## config.mk

```make
export PLATFORM = sky130hd
export DESIGN_NAME = vol_bar_sequencer
export DESIGN_NICKNAME = d
export VERILOG_FILES = /design/src/rtl/vol_bar_sequencer.sv
export SDC_FILE = /design/constraint.sdc
export NUM_CORES = 1
export LEC_CHECK = 0
export ABC_AREA = 1
export BUFFER_PORTS_ARGS = -buffer_cell sky130_fd_sc_hd__buf_4
export CELL_PAD_IN_SITES_DETAIL_PLACEMENT = 0
export CELL_PAD_IN_SITES_GLOBAL_PLACEMENT = 1
export CORE_MARGIN = 5
export CORE_UTILIZATION = 45
export DETAILED_ROUTE_END_ITERATION = 8
export PLACE_DENSITY_LB_ADDON = 0.1
export SYNTH_ARGS = -nofsm -noshare
export SYNTH_HDL_FRONTEND = slang
export SYNTH_SLANG_ARGS = --single-unit
```

## constraint.sdc

```tcl
create_clock -name my_clock -period 3.6 [get_ports my_clock]
set_clock_uncertainty 0.05 [all_clocks]
set_input_delay 0.36 -clock my_clock [delete_from_list [all_inputs] [get_ports my_clock]]
set_output_delay 0.36 -clock my_clock [all_outputs]
set_load 0.02 [all_outputs]
```

## src/rtl/vol_bar_sequencer.sv

```systemverilog
// vol_bar_sequencer: windowed mic peak -> 0..16 bar level with frame-synchronous attack/decay and peak-hold marker
// Ports:
//   my_clock      system clock, rising edge
//   reset_n       asynchronous active-low reset
//   sample_valid  strobe qualifying mic_in
//   mic_in        unsigned 12-bit mic sample, midscale 2048
//   frame_start   strobe at pixel_index 0; display state only moves here
//   freeze        high holds level, peak marker and all frame counters
//   level         displayed bar count 0..16
//   peak_level    peak-hold marker 0..16, never below level
//   level_valid   one-cycle pulse after each frame update
//   led           thermometer of level, one cycle behind level
module vol_bar_sequencer #(
    parameter int WINDOW       = 4000,
    parameter int HOLD_FRAMES  = 30,
    parameter int DECAY_FRAMES = 3
) (
    input  logic        my_clock,
    input  logic        reset_n,
    input  logic        sample_valid,
    input  logic [11:0] mic_in,
    input  logic        frame_start,
    input  logic        freeze,
    output logic [4:0]  level,
    output logic [4:0]  peak_level,
    output logic        level_valid,
    output logic [15:0] led
);
    typedef enum logic [1:0] {TRACK, HOLD, DECAY} peak_state_t;
    localparam logic [11:0] WIN_LAST  = 12'(WINDOW - 1);
    localparam logic [7:0]  HOLD_LAST = 8'(HOLD_FRAMES - 1);
    localparam logic [7:0]  DEC_LAST  = 8'(DECAY_FRAMES - 1);
    peak_state_t state, state_nx;
    logic [10:0] max_amp, amp, cur_max;
    logic [11:0] sample_cnt, rounded;
    logic [4:0]  target, quant, level_nx, peak_nx, peak_dec;
    logic [7:0]  hold_cnt, decay_cnt, peak_decay_cnt, hold_nx, decay_nx, pdc_nx;
    logic        upd, win_end;
    logic [16:0] therm;

    assign amp      = mic_in[11] ? mic_in[10:0] : '0;
    assign cur_max  = amp > max_amp ? amp : max_amp;
    assign win_end  = sample_valid && sample_cnt == WIN_LAST;
    // round-up quantisation in 128-count steps; 2047+127 tops out at exactly 16
    assign rounded  = {1'b0, cur_max} + 12'd127;
    assign quant    = rounded[11:7] > 5'd16 ? 5'd16 : rounded[11:7];
    assign upd      = frame_start && !freeze;
    assign therm    = (17'd1 << level) - 17'd1;
    assign peak_dec = peak_level - 5'd1;

    always_comb begin
        level_nx = level;
        decay_nx = decay_cnt;
        if (target > level) begin
            level_nx = target;
            decay_nx = '0;
        end else if (target < level) begin
            level_nx = decay_cnt == DEC_LAST ? level - 5'd1 : level;
            decay_nx = decay_cnt == DEC_LAST ? 8'd0 : decay_cnt + 8'd1;
        end else begin
            decay_nx = '0;
        end
    end

    // peak marker follows the level computed for this same frame
    always_comb begin
        state_nx = state;
        peak_nx  = peak_level;
        hold_nx  = hold_cnt;
        pdc_nx   = peak_decay_cnt;
        case (state)
            TRACK: begin
                if (level_nx > peak_level)
                    peak_nx = level_nx;
                if (level_nx != 5'd0 && level_nx >= peak_level) begin
                    state_nx = HOLD;
                    hold_nx  = '0;
                end
            end
            HOLD: begin
                if (level_nx > peak_level) begin
                    peak_nx = level_nx;
                    hold_nx = '0;
                end else if (hold_cnt == HOLD_LAST) begin
                    state_nx = DECAY;
                    pdc_nx   = '0;
                end else begin
                    hold_nx = hold_cnt + 8'd1;
                end
            end
            DECAY: begin
                if (level_nx >= peak_level) begin
                    peak_nx  = level_nx;
                    state_nx = HOLD;
                    hold_nx  = '0;
                end else if (peak_decay_cnt == DEC_LAST) begin
                    pdc_nx   = '0;
                    peak_nx  = peak_dec <= level_nx ? level_nx : peak_dec;
                    state_nx = peak_dec <= level_nx ? TRACK : DECAY;
                end else begin
                    pdc_nx = peak_decay_cnt + 8'd1;
                end
            end
            default: state_nx = TRACK;
        endcase
    end

    always_ff @(posedge my_clock or negedge reset_n) begin
        if (!reset_n)
            state <= TRACK;
        else if (upd)
            state <= state_nx;
    end

    always_ff @(posedge my_clock or negedge reset_n) begin
        if (!reset_n) begin
            max_amp        <= '0;
            sample_cnt     <= '0;
            target         <= '0;
            level          <= '0;
            peak_level     <= '0;
            hold_cnt       <= '0;
            decay_cnt      <= '0;
            peak_decay_cnt <= '0;
            level_valid    <= 1'b0;
            led            <= '0;
        end else begin
            level_valid <= upd;
            led         <= therm[15:0];
            if (sample_valid) begin
                max_amp    <= win_end ? 11'd0 : cur_max;
                sample_cnt <= win_end ? 12'd0 : sample_cnt + 12'd1;
            end
            if (win_end)
                target <= quant;
            if (upd) begin
                level          <= level_nx;
                decay_cnt      <= decay_nx;
                peak_level     <= peak_nx;
                hold_cnt       <= hold_nx;
                peak_decay_cnt <= pdc_nx;
            end
        end
    end
endmodule

```

# --- Word-level counts from Yosys, hierarchy flattened ---
# Cells that the tools add are included.
classes:
  n_mux: 33
  n_reduce_logical: 14
  eq_ne: 14
  add_sub_neg: 8
  n_lt_le_gt_ge: 7
  shift: 1
ops:
  columns: ["cell", "count"]
  rows:
  - ["2-to-1 mux 8 bit", 11]
  - ["2-to-1 mux 5 bit", 8]
  - ["2-to-1 mux 11 bit", 3]
  - ["adder 8 x 1 -> 8 bit (second input constant)", 3]
  - ["one-hot mux 8 bit (3 select lines)", 1]
  - ["== test 8 x 2 -> 1 bit (second input constant)", 2]
  - ["one-hot mux 8 bit (2 select lines)", 1]
  - ["<< shifter 1 x 5 -> 16 bit (first input constant)", 1]
  - ["subtractor 16 x 1 -> 16 bit (second input constant)", 1]
  - ["AND reduction 5 bit", 3]
  - ["adder 11 x 7 -> 12 bit (second input constant)", 1]
  - ["adder 12 x 1 -> 12 bit (second input constant)", 1]
  - ["== test 12 bit (second input constant)", 1]
  - ["2-to-1 mux 12 bit", 1]
  - ["2-to-1 mux 2 bit", 6]
  - ["> comparator 11 bit", 1]
  - ["> comparator 5 bit", 2]
  - ["inequality test 2 bit (second input constant)", 5]
  - ["one-hot mux 5 bit (2 select lines)", 1]
  - ["subtractor 5 x 1 -> 5 bit (second input constant)", 2]
  - ["== test 8 x 5 -> 1 bit (second input constant)", 1]
  - ["inequality test 3 bit (second input constant)", 2]
  - ["one-hot mux 2 bit (3 select lines)", 1]
  - [">= comparator 5 bit", 1]
  - ["14 further kinds", 17]
word_totals:
  register_bits: 81
  elab_cells: 88

# --- Depth between registers and ports, before layout ---
# Gate-level depths: netlist of run 1.
depth:
  ltp_word: 9
  mapped_depth: 27

# --- Worst setup path before layout of run 1 ---
# No wires, ideal clock.
synth_timing:
  path_type: "register -> register"
  from: "register level[3]"
  to: "register hold_cnt[0]"
  setup_time_ns: 0.117
  period_less_slack_ns: 3.458
  stages_incl_launch_ff: 23
  t_arrival_ns: 3.291
  required_ns: 3.433
  setup_slack_ns: 0.142
  path_cell_list: "dfrtp_1 > clkinv_2 > ha_1 > nand2_1 > nor2_2 > nand2_2 > nand2_4 > nand2_4 > or2_1 > nand2_1 > inv_1 > ha_1 > nand2_1 > nor2_2 > nand2_1 > nand3_2 > nand2_2 > nand2_4 > o21ai_2 > a211oi_4 > nand2_2 > nand2_1 > nand2_1"
synth_between:
  elab_chain_cells: 8
  word_cells_on_any_way: 16
  classes_between: "1 x add/sub; 4 x order compare; 3 x eq/ne; 5 x mux; 3 x reduce/logical"
synth_rtl:
  columns: ["element", "line", "source"]
  rows:
  - ["from (decl)", "24", "output logic [4:0] level,"]
  - ["from (signal assigned)", "137", "level <= level_nx;"]
  - ["subtractor 5 x 1 -> 5 bit", "58", "level_nx = decay_cnt == DEC_LAST ? level - 5'd1 : level;"]
  - ["2-to-1 mux 5 bit", "58", null]
  - ["2-to-1 mux 5 bit", "57", "end else if (target < level) begin"]
  - ["2-to-1 mux 5 bit *", "54", "if (target > level) begin"]
  - ["named net level_nx[4]", "36", "logic [4:0] target, quant, level_nx, peak_nx, peak_dec;"]
  - [">= comparator 5 bit / nonzero test 5 bit (equally long branches)", "75, 92", null]
  - ["logical AND 1 bit", "75", "if (level_nx != 5'd0 && level_nx >= peak_level) begin"]
  - ["inequality test 2 bit (no line)", null, null]
  - ["AND reduction 5 bit (no line)", null, null]
  - ["to (signal assigned)", "140", "hold_cnt <= hold_nx;"]
  - ["to (decl)", "37", "logic [7:0] hold_cnt, decay_cnt, peak_decay_cnt, hold_nx, decay_nx, pdc_nx;"]
# The timed path passes the listed nets; every way through them passes the cells marked *.
# A chain may end at the register's enable or synchronous reset.

# --- Worst setup path after layout of run 1 ---
layout_timing:
  from: "register level[1]"
  to: "register hold_cnt[1]"
# Same word-level chain as after synthesis.

==> reports/qor.csv, run 1 <==
metric,value,unit
status,"finished, final reports clean",
total routing usage reported by global routing,0.1732,
compound-gate portion of the synthesized area,0.09596,
DR pass1 iterations,5,
Net Sw Frac,0.4884,
CTS max path bufs,2,
H-tree lvl count,3,
FILL cells,1186,
post-synth net total,801,
Syn Std Cell Area,5580,sq um
Vias/cell,4.913,
crit path launch,level[1]$_DFFE_PN0P_,
Slew headroom,0.3126,
Leakage,3.396,nW
CP max stage cell,dfrtp_1,
Tcrit/Tclk final,0.9355,
CTS root buf,clkbuf_16,
Layout area overhead,17.51,%
post-DR wirelength/cell,12.47,um
hpwl dp,9015,um
RR Endpoint,hold_cnt[1]$_DFFE_PN0P_,
"Top FF cell, synth",dfrtp_1,
Crit. End Element,flip-flop,
initial antenna violation count,0,
"Clk Latency, worst-skew pair",340,ps
cell area after layout,6558,sq um
Clock Power Share,0.129,
crit-path most repeated cell,nand2_1,
Placed Area,6132,sq um
logic gate share of total power,0.641,
clock slew at reported path FFs,60,ps
Setup Viol. Count Final,0,
Vias,4815,
WL final,12220,um
CP Class,reg -> reg,
die width,121.4,um
multi-input combinational cell area,3095,sq um
pwr dens,965.9,nW/um^2
Reg2Reg Setup Slack,230,ps
starting density of the core,0.4627,
number of remaining DRC errors,0,
Buf/Inv on CP,3,
Crit Path Max Fanout,8,
Initial DRC Count,244,
"Largest delay share family, worst path",simple AND/OR/NAND/NOR gates,
Synth Area in Simple Gates,0.3204,
WP depth,22,
largest net degree at the start of global routing,82,
"FFs w/ async S/R, synth",1.000,
CP Capture Point,hold_cnt[1]$_DFFE_PN0P_,
Sw Pwr,3.094,mW
share of cells above drive strength 1,0.1921,
#FFs+latches synth,81,
vias in the first global route,4637,
Post-Synth Adder-Cell Area,0.08969,
Crit path largest cell delay,420,ps
I/O pins,44,
fin crit period,3368,ps
post-synthesis sequential area ratio,0.3632,
main combinational cell family by area after synthesis,simple AND/OR/NAND/NOR gates,
CP required,3780,ps
fmax,0.2969,GHz
# hold bufs at CTS,0,
Post-Syn Instances,744,
nets,867,
Fin. Hold Viols,0,
"EDFF count, synth",0,
HP Class,in -> async,
crit path launch type,flip-flop,
Final GP Congestion,0.8447,
post-synth cell types,44,
"Avg Cell Area, Syn",7.500,sq um
post-synthesis mux area share,0,
DP Cell Count,956,
std cell rows,40,
max-slew violation count,0,
P_int,3.240,mW
FF-to-FF Start,level[1]$_DFFE_PN0P_,
FF/Latch Area,2027,sq um
die height,121.4,um
DRT antenna net count,0,
fin cells,980,
Floorplan Core Area,12060,sq um
"Arr. time, crit path",3550,ps
ant diodes,0,
sequential power share,0.230,
synth warn,0,
max cap viols,0,
first-pass GRT wire length,20970,um
critical path cell sequence,"inv_2, ha_1, nand2_1, nor2_2, nand2_2, nand2_4, nand2_4, or2_1, nand2_1, inv_2, ha_4, nand2_2, o21bai_1, nand3_2, nand2_4, nand2_8, o21ai_4, buf_4, a211oi_4, nand2_2, nand2_1, nand2_1",
clk sink count,81,
grt ovf,0,
worst-margin pin slew,1031,ps
Num CTS Buffers,9,
xor-xnor portion of the synthesized cell area,0.03296,
die area,14730,sq um
r2r worst-path depth,22,
I/O Buffers,43,
CTS tree,done,
Max rail drop VDD,0.0003488,V
[kinds of logic (layout without fill, tap and decap cells)]
group | count (synthesis) | after routing
AO/OA/AOI/OAI | 92 | 92
AND/OR/NAND/NOR | 371 | 371
adder cells (fa/ha/maj) | 40 | 40
flip-flops | 81 | 81
buffers and inverters | 139 | 207
XOR/XNOR | 21 | 21
[how the worst min path moves through the flow]
stage                                 start                        to  slack, ps  cells past startpoint
floorplan                           reset_n  decay_cnt[0]$_DFFE_PN0P_         10                      0
global placement    hold_cnt[3]$_DFFE_PN0P_   hold_cnt[3]$_DFFE_PN0P_        440                      2
CTS                                 reset_n          led[9]$_DFF_PN0_        200                      1
detailed placement  hold_cnt[3]$_DFFE_PN0P_   hold_cnt[3]$_DFFE_PN0P_        440                      2
finish                              reset_n          led[9]$_DFF_PN0_        160                      1
global route                        reset_n          led[9]$_DFF_PN0_        260                      1
[registers in the layout (all words and copies together), names as in the netlist]
signal          flops
led                16
hold_cnt            8
target              5
decay_cnt           8
level               5
state               2
sample_cnt         12
peak_decay_cnt      8
max_amp            11
peak_level          5
level_valid         1
[metal layers]
| layer | share of wire | track usage | up-vias |
|---|---|---|---|
| li1 | - | - | 2496 |
| met1 | 0.48 | 0.2324 | 2198 |
| met2 | 0.45 | 0.2732 | 93 |
| met3 | 0.038 | 0.02984 | 28 |
| met4 | 0.024 | 0.07703 | 0 |
| met5 | 0 | 0 | - |
[synth_stat cells, types with 2 or more instances]
library cell    n  area (sq um)
nand2_1       176         660.6
inv_1         122         457.9
dfrtp_1        81          2027
nor2_1         62         232.7
nand3_1        42         210.2
ha_1           40         500.5
o21ai_0        34         170.2
a21oi_1        24         120.1
nand2_2        19         118.9
nor3_1         18         90.09
o22ai_1        17         106.4
nor2_2         14         87.58
xor2_1         13         113.9
xnor2_1         8         70.07
nor3b_1         7         52.55
o21ai_1         7         35.03
inv_2           6         22.52
nand3_2         6         60.06
nand2_4         5         56.30
nand4_1         5         31.28
nor2_4          5         56.30
clkbuf_1        3         11.26
o21ai_2         3         26.28
a21oi_2         2         17.52
and3_1          2         12.51
buf_2           2         10.01
buf_6           2         22.52
nand3b_1        2         15.01
nor4_1          2         12.51
[per-stage QoR]
step | TNS [ps] | setup WS, ps | util | power (mW) | hold slack [ps]
3_3_place_gp | 0 | 165.4 | 0.5084 | 5.099 | 437.4
2_1_floorplan | 0 | 141.9 | - | 4.273 | 14.41
6_report | 0 | 232.0 | 0.5437 | 6.334 | 157.5
4_1_cts | 0 | 33.09 | 0.5297 | 6.027 | 204.4
3_5_place_dp | 0 | 7.987 | 0.5084 | 5.176 | 441.0
5_1_grt | -36.32 | -24.07 | 0.5437 | 6.969 | 264.8
[power groups by stage]
stage,sequential (mW),combinational (mW),clock [mW]
2_1_floorplan,1.61,2.66,0
3_3_place_gp,1.46,3.64,0
3_5_place_dp,1.47,3.71,0
4_1_cts,1.46,3.73,0.844
5_1_grt,1.50,4.59,0.884
6_report,1.45,4.06,0.817
[worst register-to-register path, cell delays in order (launching register included)]
cell and delay [ps]:
dfrtp_1 420, inv_2 80, ha_1 280, nand2_1 50, nor2_2 130, nand2_2 110, nand2_4 110, nand2_4 80
or2_1 200, nand2_1 90, inv_2 70, ha_4 280, nand2_2 70, o21bai_1 170, nand3_2 130, nand2_4 90
nand2_8 70, o21ai_4 70, buf_4 140, a211oi_4 240, nand2_2 170, nand2_1 110, nand2_1 50
[cell type report]
cell class,count,area share
Sequential cell,81,0.3091
Clock buffer,12,0.03759
Multi-Input combinational cell,524,0.4720
Inverter,130,0.07460
Tap cell,168,0.03206
Clock inverter,1,0.0007632
Timing Repair Buffer,64,0.07384
[layout by cell type (no fill, tap or decap), types with 9 or more instances in the layout]
cell	instances
o21ai_0	33
dfrtp_1	81
nand3_1	42
nand2_2	19
inv_1	118
xor2_1	13
nor2_1	58
nand2_1	173
nor3_1	18
clkbuf_16	9
inv_2	10
a21oi_1	24
nor2_2	15
o22ai_1	17
buf_4	63
ha_1	39
[what timing repair did]
item,4_1_cts,5_1_grt
buffers inserted,0,11
pin swaps,0,10
gates resized for setup,1,25
setup endpoints to repair,1,23
(Power assumes the default switching activity.)
==> run 2, diff against run 1 <==
--- a/config.mk
+++ b/config.mk
@@ -5,12 +5,12 @@
 export SDC_FILE = /design/constraint.sdc
 export NUM_CORES = 1
 export LEC_CHECK = 0
-export ABC_AREA = 1
 export BUFFER_PORTS_ARGS = -buffer_cell sky130_fd_sc_hd__buf_4
 export CELL_PAD_IN_SITES_DETAIL_PLACEMENT = 0
 export CELL_PAD_IN_SITES_GLOBAL_PLACEMENT = 1
 export CORE_MARGIN = 5
 export CORE_UTILIZATION = 45
+export CTS_CLUSTER_DIAMETER = 50
 export DETAILED_ROUTE_END_ITERATION = 8
 export PLACE_DENSITY_LB_ADDON = 0.1
 export SYNTH_ARGS = -nofsm -noshare
==> reports/qor.csv, run 2 <==
metric,value,unit,change
"most common cell after layout, fill and taps aside",dfrtp_1,,
nets,706,,-19%
initial antenna violation count,0,,unchanged
fmax,0.2769,GHz,-6.8%
Post-Syn Instances,583,,-22%
status,"complete, but fails checks",,
Syn Std Cell Area,5197,sq um,-6.9%
die height,117.5,um,-3.2%
Setup Viol. Count Final,1,,+1
post-synth net total,640,,-20%
"Avg Cell Area, Syn",8.915,sq um,+19%
hpwl dp,8822,um,-2.1%
Net Sw Frac,0.4288,,-0.05961
Initial DRC Count,248,,+1.6%
clock slew at reported path FFs,60,ps,about the same
CTS root buf,clkbuf_16,,
starting density of the core,0.4571,,-0.005519
final worst slack,-12.04,ps,-244.1 ps
critical path cell sequence,"ha_4, nor2b_4, o211ai_1, a211o_1, a21oi_2, a311o_1, inv_2, ha_4, a21o_1, a21oi_2, a32o_2, buf_6, a21oi_2, buf_4, buf_6, a31o_4, a31oi_1",,
first-pass GRT wire length,20610,um,-1.7%
r2r worst-path depth,17,,-23%
pwr dens,925.4,nW/um^2,-4.2%
"commonest cells after routing, fill and taps aside","77 x dfrtp_1, 73 x buf_4, 59 x nand2_1",,
Final GP Congestion,0.8174,,-3.2%
"FFs w/ async S/R, synth",1.000,,unchanged
clk sink count,81,,unchanged
synth warn,0,,unchanged
Yosys top cell by area,dfrtp_1,,
Slew headroom,0.4181,,+0.1055
total routing usage reported by global routing,0.1775,,+0.004360
Crit. End Element,flip-flop,,
"Arr. time, crit path",3820,ps,+270 ps
grt ovf,0,,unchanged
worst hold margin,56.43,ps,-101.1 ps
share of cells above drive strength 1,0.2278,,+0.03571
Fin. Hold Viols,0,,unchanged
Leakage,2.914,nW,-14%
CP Class,reg -> reg,,
CP required,3810,ps,+30 ps
violated checks,setup timing,,
max-slew violation count,0,,unchanged
WL final,11930,um,-2.4%
std cell rows,39,,-2.5%
Sw Pwr,2.546,mW,-18%
Synth top cells by count,"81 x dfrtp_1, 62 x nand2_1, 48 x nor2_1",,
HP Class,in -> async,,
Vias/cell,5.518,,+12%
sequential power share,0.237,,+0.007
max reg flops,16,,unchanged
I/O pins,44,,unchanged
area share of the leading cell type in the synthesized netlist,0.3900,,+0.02676
Max rail drop VDD,0.0005428,V,+56%
Tcrit/Tclk final,1.003,,+0.06780
fin crit period,3612,ps,+244.1 ps
H-tree lvl count,3,,unchanged
"Clk Latency, worst-skew pair",340,ps,about the same
largest net degree at the start of global routing,68,,-17%
post-DR wirelength/cell,14.97,um,+20%
FF-to-FF Start,target[1]$_DFFE_PN0P_,,
"Top FF cell, synth",dfrtp_1,,
Buf/Inv on CP,4,,+1
CTS max path bufs,2,,unchanged
"Largest delay share family, worst path",compound AO/OA/AOI/OAI gates,,
worst-margin pin slew,872.9,ps,-158.2 ps
Floorplan Core Area,11370,sq um,-5.7%
CTS tree,done,,
"top cells by area, synth","dfrtp_1 39%, ha_1 9.6%, nand2_1 4.5%",,
die area,13800,sq um,-6.3%
DR pass1 iterations,4,,-1
I/O Buffers,43,,unchanged
Reg2Reg Setup Slack,-10,ps,-240 ps
number of remaining DRC errors,0,,unchanged
CP max stage cell,dfrtp_1,,
max cap viols,0,,unchanged
logic gate share of total power,0.582,,-0.059
Layout area overhead,23.45,%,
Top reg by flops,led,,
post-synthesis sequential area ratio,0.3900,,+0.02676
Setup TNS,-12.04,ps,-12.04 ps
Clock Power Share,0.180,,+0.051
crit path launch type,flip-flop,,
RR Endpoint,hold_cnt[7]$_DFFE_PN0P_,,
Crit path largest cell delay,430,ps,about the same
"count leader, synth",dfrtp_1,,
Vias,4398,,-8.7%
post-synth cell types,67,,+52%
DRT antenna net count,0,,unchanged
biggest regs,"led (16), sample_cnt (12), max_amp (11)",,
die width,117.5,um,-3.2%
setup repair after global routing missed its margin,yes,,
Num CTS Buffers,9,,unchanged
vias in the first global route,4280,,-7.7%
Crit Path Max Fanout,6,,-2
P_int,3.391,mW,+4.7%
"EDFF count, synth",0,,unchanged
#FFs+latches synth,81,,unchanged
crit-path most repeated cell,a21oi_2,,
ant diodes,0,,unchanged
==> run 2: how the worst max path moves through the flow <==
| stage | start | endpoint | slack, ps | depth (start not counted) |
|---|---|---|---|---|
| detailed placement | target[1]$_DFFE_PN0P_ | peak_decay_cnt[6]$_DFFE_PN0P_ | -90 | 14 |
| global placement | target[1]$_DFFE_PN0P_ | peak_decay_cnt[6]$_DFFE_PN0P_ | 70 | 14 |
| floorplan | level[1]$_DFFE_PN0P_ | peak_decay_cnt[7]$_DFFE_PN0P_ | -50 | 18 |
| finish | target[1]$_DFFE_PN0P_ | hold_cnt[7]$_DFFE_PN0P_ | -10 | 17 |
| CTS | target[1]$_DFFE_PN0P_ | peak_decay_cnt[6]$_DFFE_PN0P_ | 40 | 14 |
| global route | target[1]$_DFFE_PN0P_ | hold_cnt[7]$_DFFE_PN0P_ | -180 | 17 |
==> run 2: routing by layer <==
layer	GRT usage	routed length, um	vias to the layer above
li1	-	-	2210
met1	0.2371	5581	2125
met2	0.2836	5819	49
met3	0.03940	308	14
met4	0.06380	218	0
met5	0	0	-
==> run 2: what timing repair did <==
action | 4_1_cts | 5_1_grt
resized for setup | 2 | 34
endpoints found under the setup margin | 2 | 21
pin swaps | 1 | 13
hold buffers | 0 | 0
buffers inserted | 0 | 11
==> run 2: final cells by class <==
cell class                      instances  area [sq um]
Multi-Input combinational cell        441          3117
Clock inverter                          6         113.9
Tap cell                              143         178.9
Timing Repair Buffer                   76         581.8
Fill cell                            1028          4954
Clock buffer                           10         239.0
Sequential cell                        81          2032
Inverter                               40         153.9
==> run 2: kinds of logic (layout without fill, tap and decap cells) <==
kind of cell | Yosys count | count (layout) | synth area share
adder cells (fa/ha/maj) | 40 | 40 | 0.09629
XOR/XNOR | 23 | 23 | 0.03876
AND/OR/NAND/NOR | 220 | 220 | 0.2104
flip-flops | 81 | 81 | 0.3900
multiplexers | 10 | 10 | 0.02070
buffers and inverters | 61 | 132 | 0.04526
AO/OA/AOI/OAI | 148 | 148 | 0.1986
==> run 2: metrics by stage <==
step	std cells	instance area [sq um]	total power, mW	utilization	worst slack (ps)
3_3_place_gp	770	5868	4.671	0.5161	69.47
5_1_grt	797	6416	6.466	0.5643	-182.7
6_report	797	6416	5.937	0.5643	-12.04
4_1_cts	786	6223	5.835	0.5474	35.46
2_1_floorplan	583	5315	3.774	-	-51.85
3_5_place_dp	770	5868	4.730	0.5161	-85.95
==> run 2: worst reg2reg max path: stages (launching register included) <==
cell      delay (ps)
dfrtp_1          430
ha_4             260
nor2b_4          120
o211ai_1         250
a211o_1          290
a21oi_2           80
a311o_1          360
inv_2             80
ha_4             190
a21o_1           180
a21oi_2          200
a32o_2           200
buf_6            130
a21oi_2           50
buf_4            180
buf_6            130
a31o_4           210
a31oi_1          150
==> run 2: power groups by stage <==
| stage | Clock, mW | Combinational, mW | Sequential [mW] |
|---|---|---|---|
| 4_1_cts | 1.11 | 3.32 | 1.41 |
| 6_report | 1.07 | 3.46 | 1.41 |
| 2_1_floorplan | 0 | 2.22 | 1.55 |
| 5_1_grt | 1.14 | 3.88 | 1.45 |
| 3_5_place_dp | 0 | 3.31 | 1.42 |
| 3_3_place_gp | 0 | 3.26 | 1.41 |
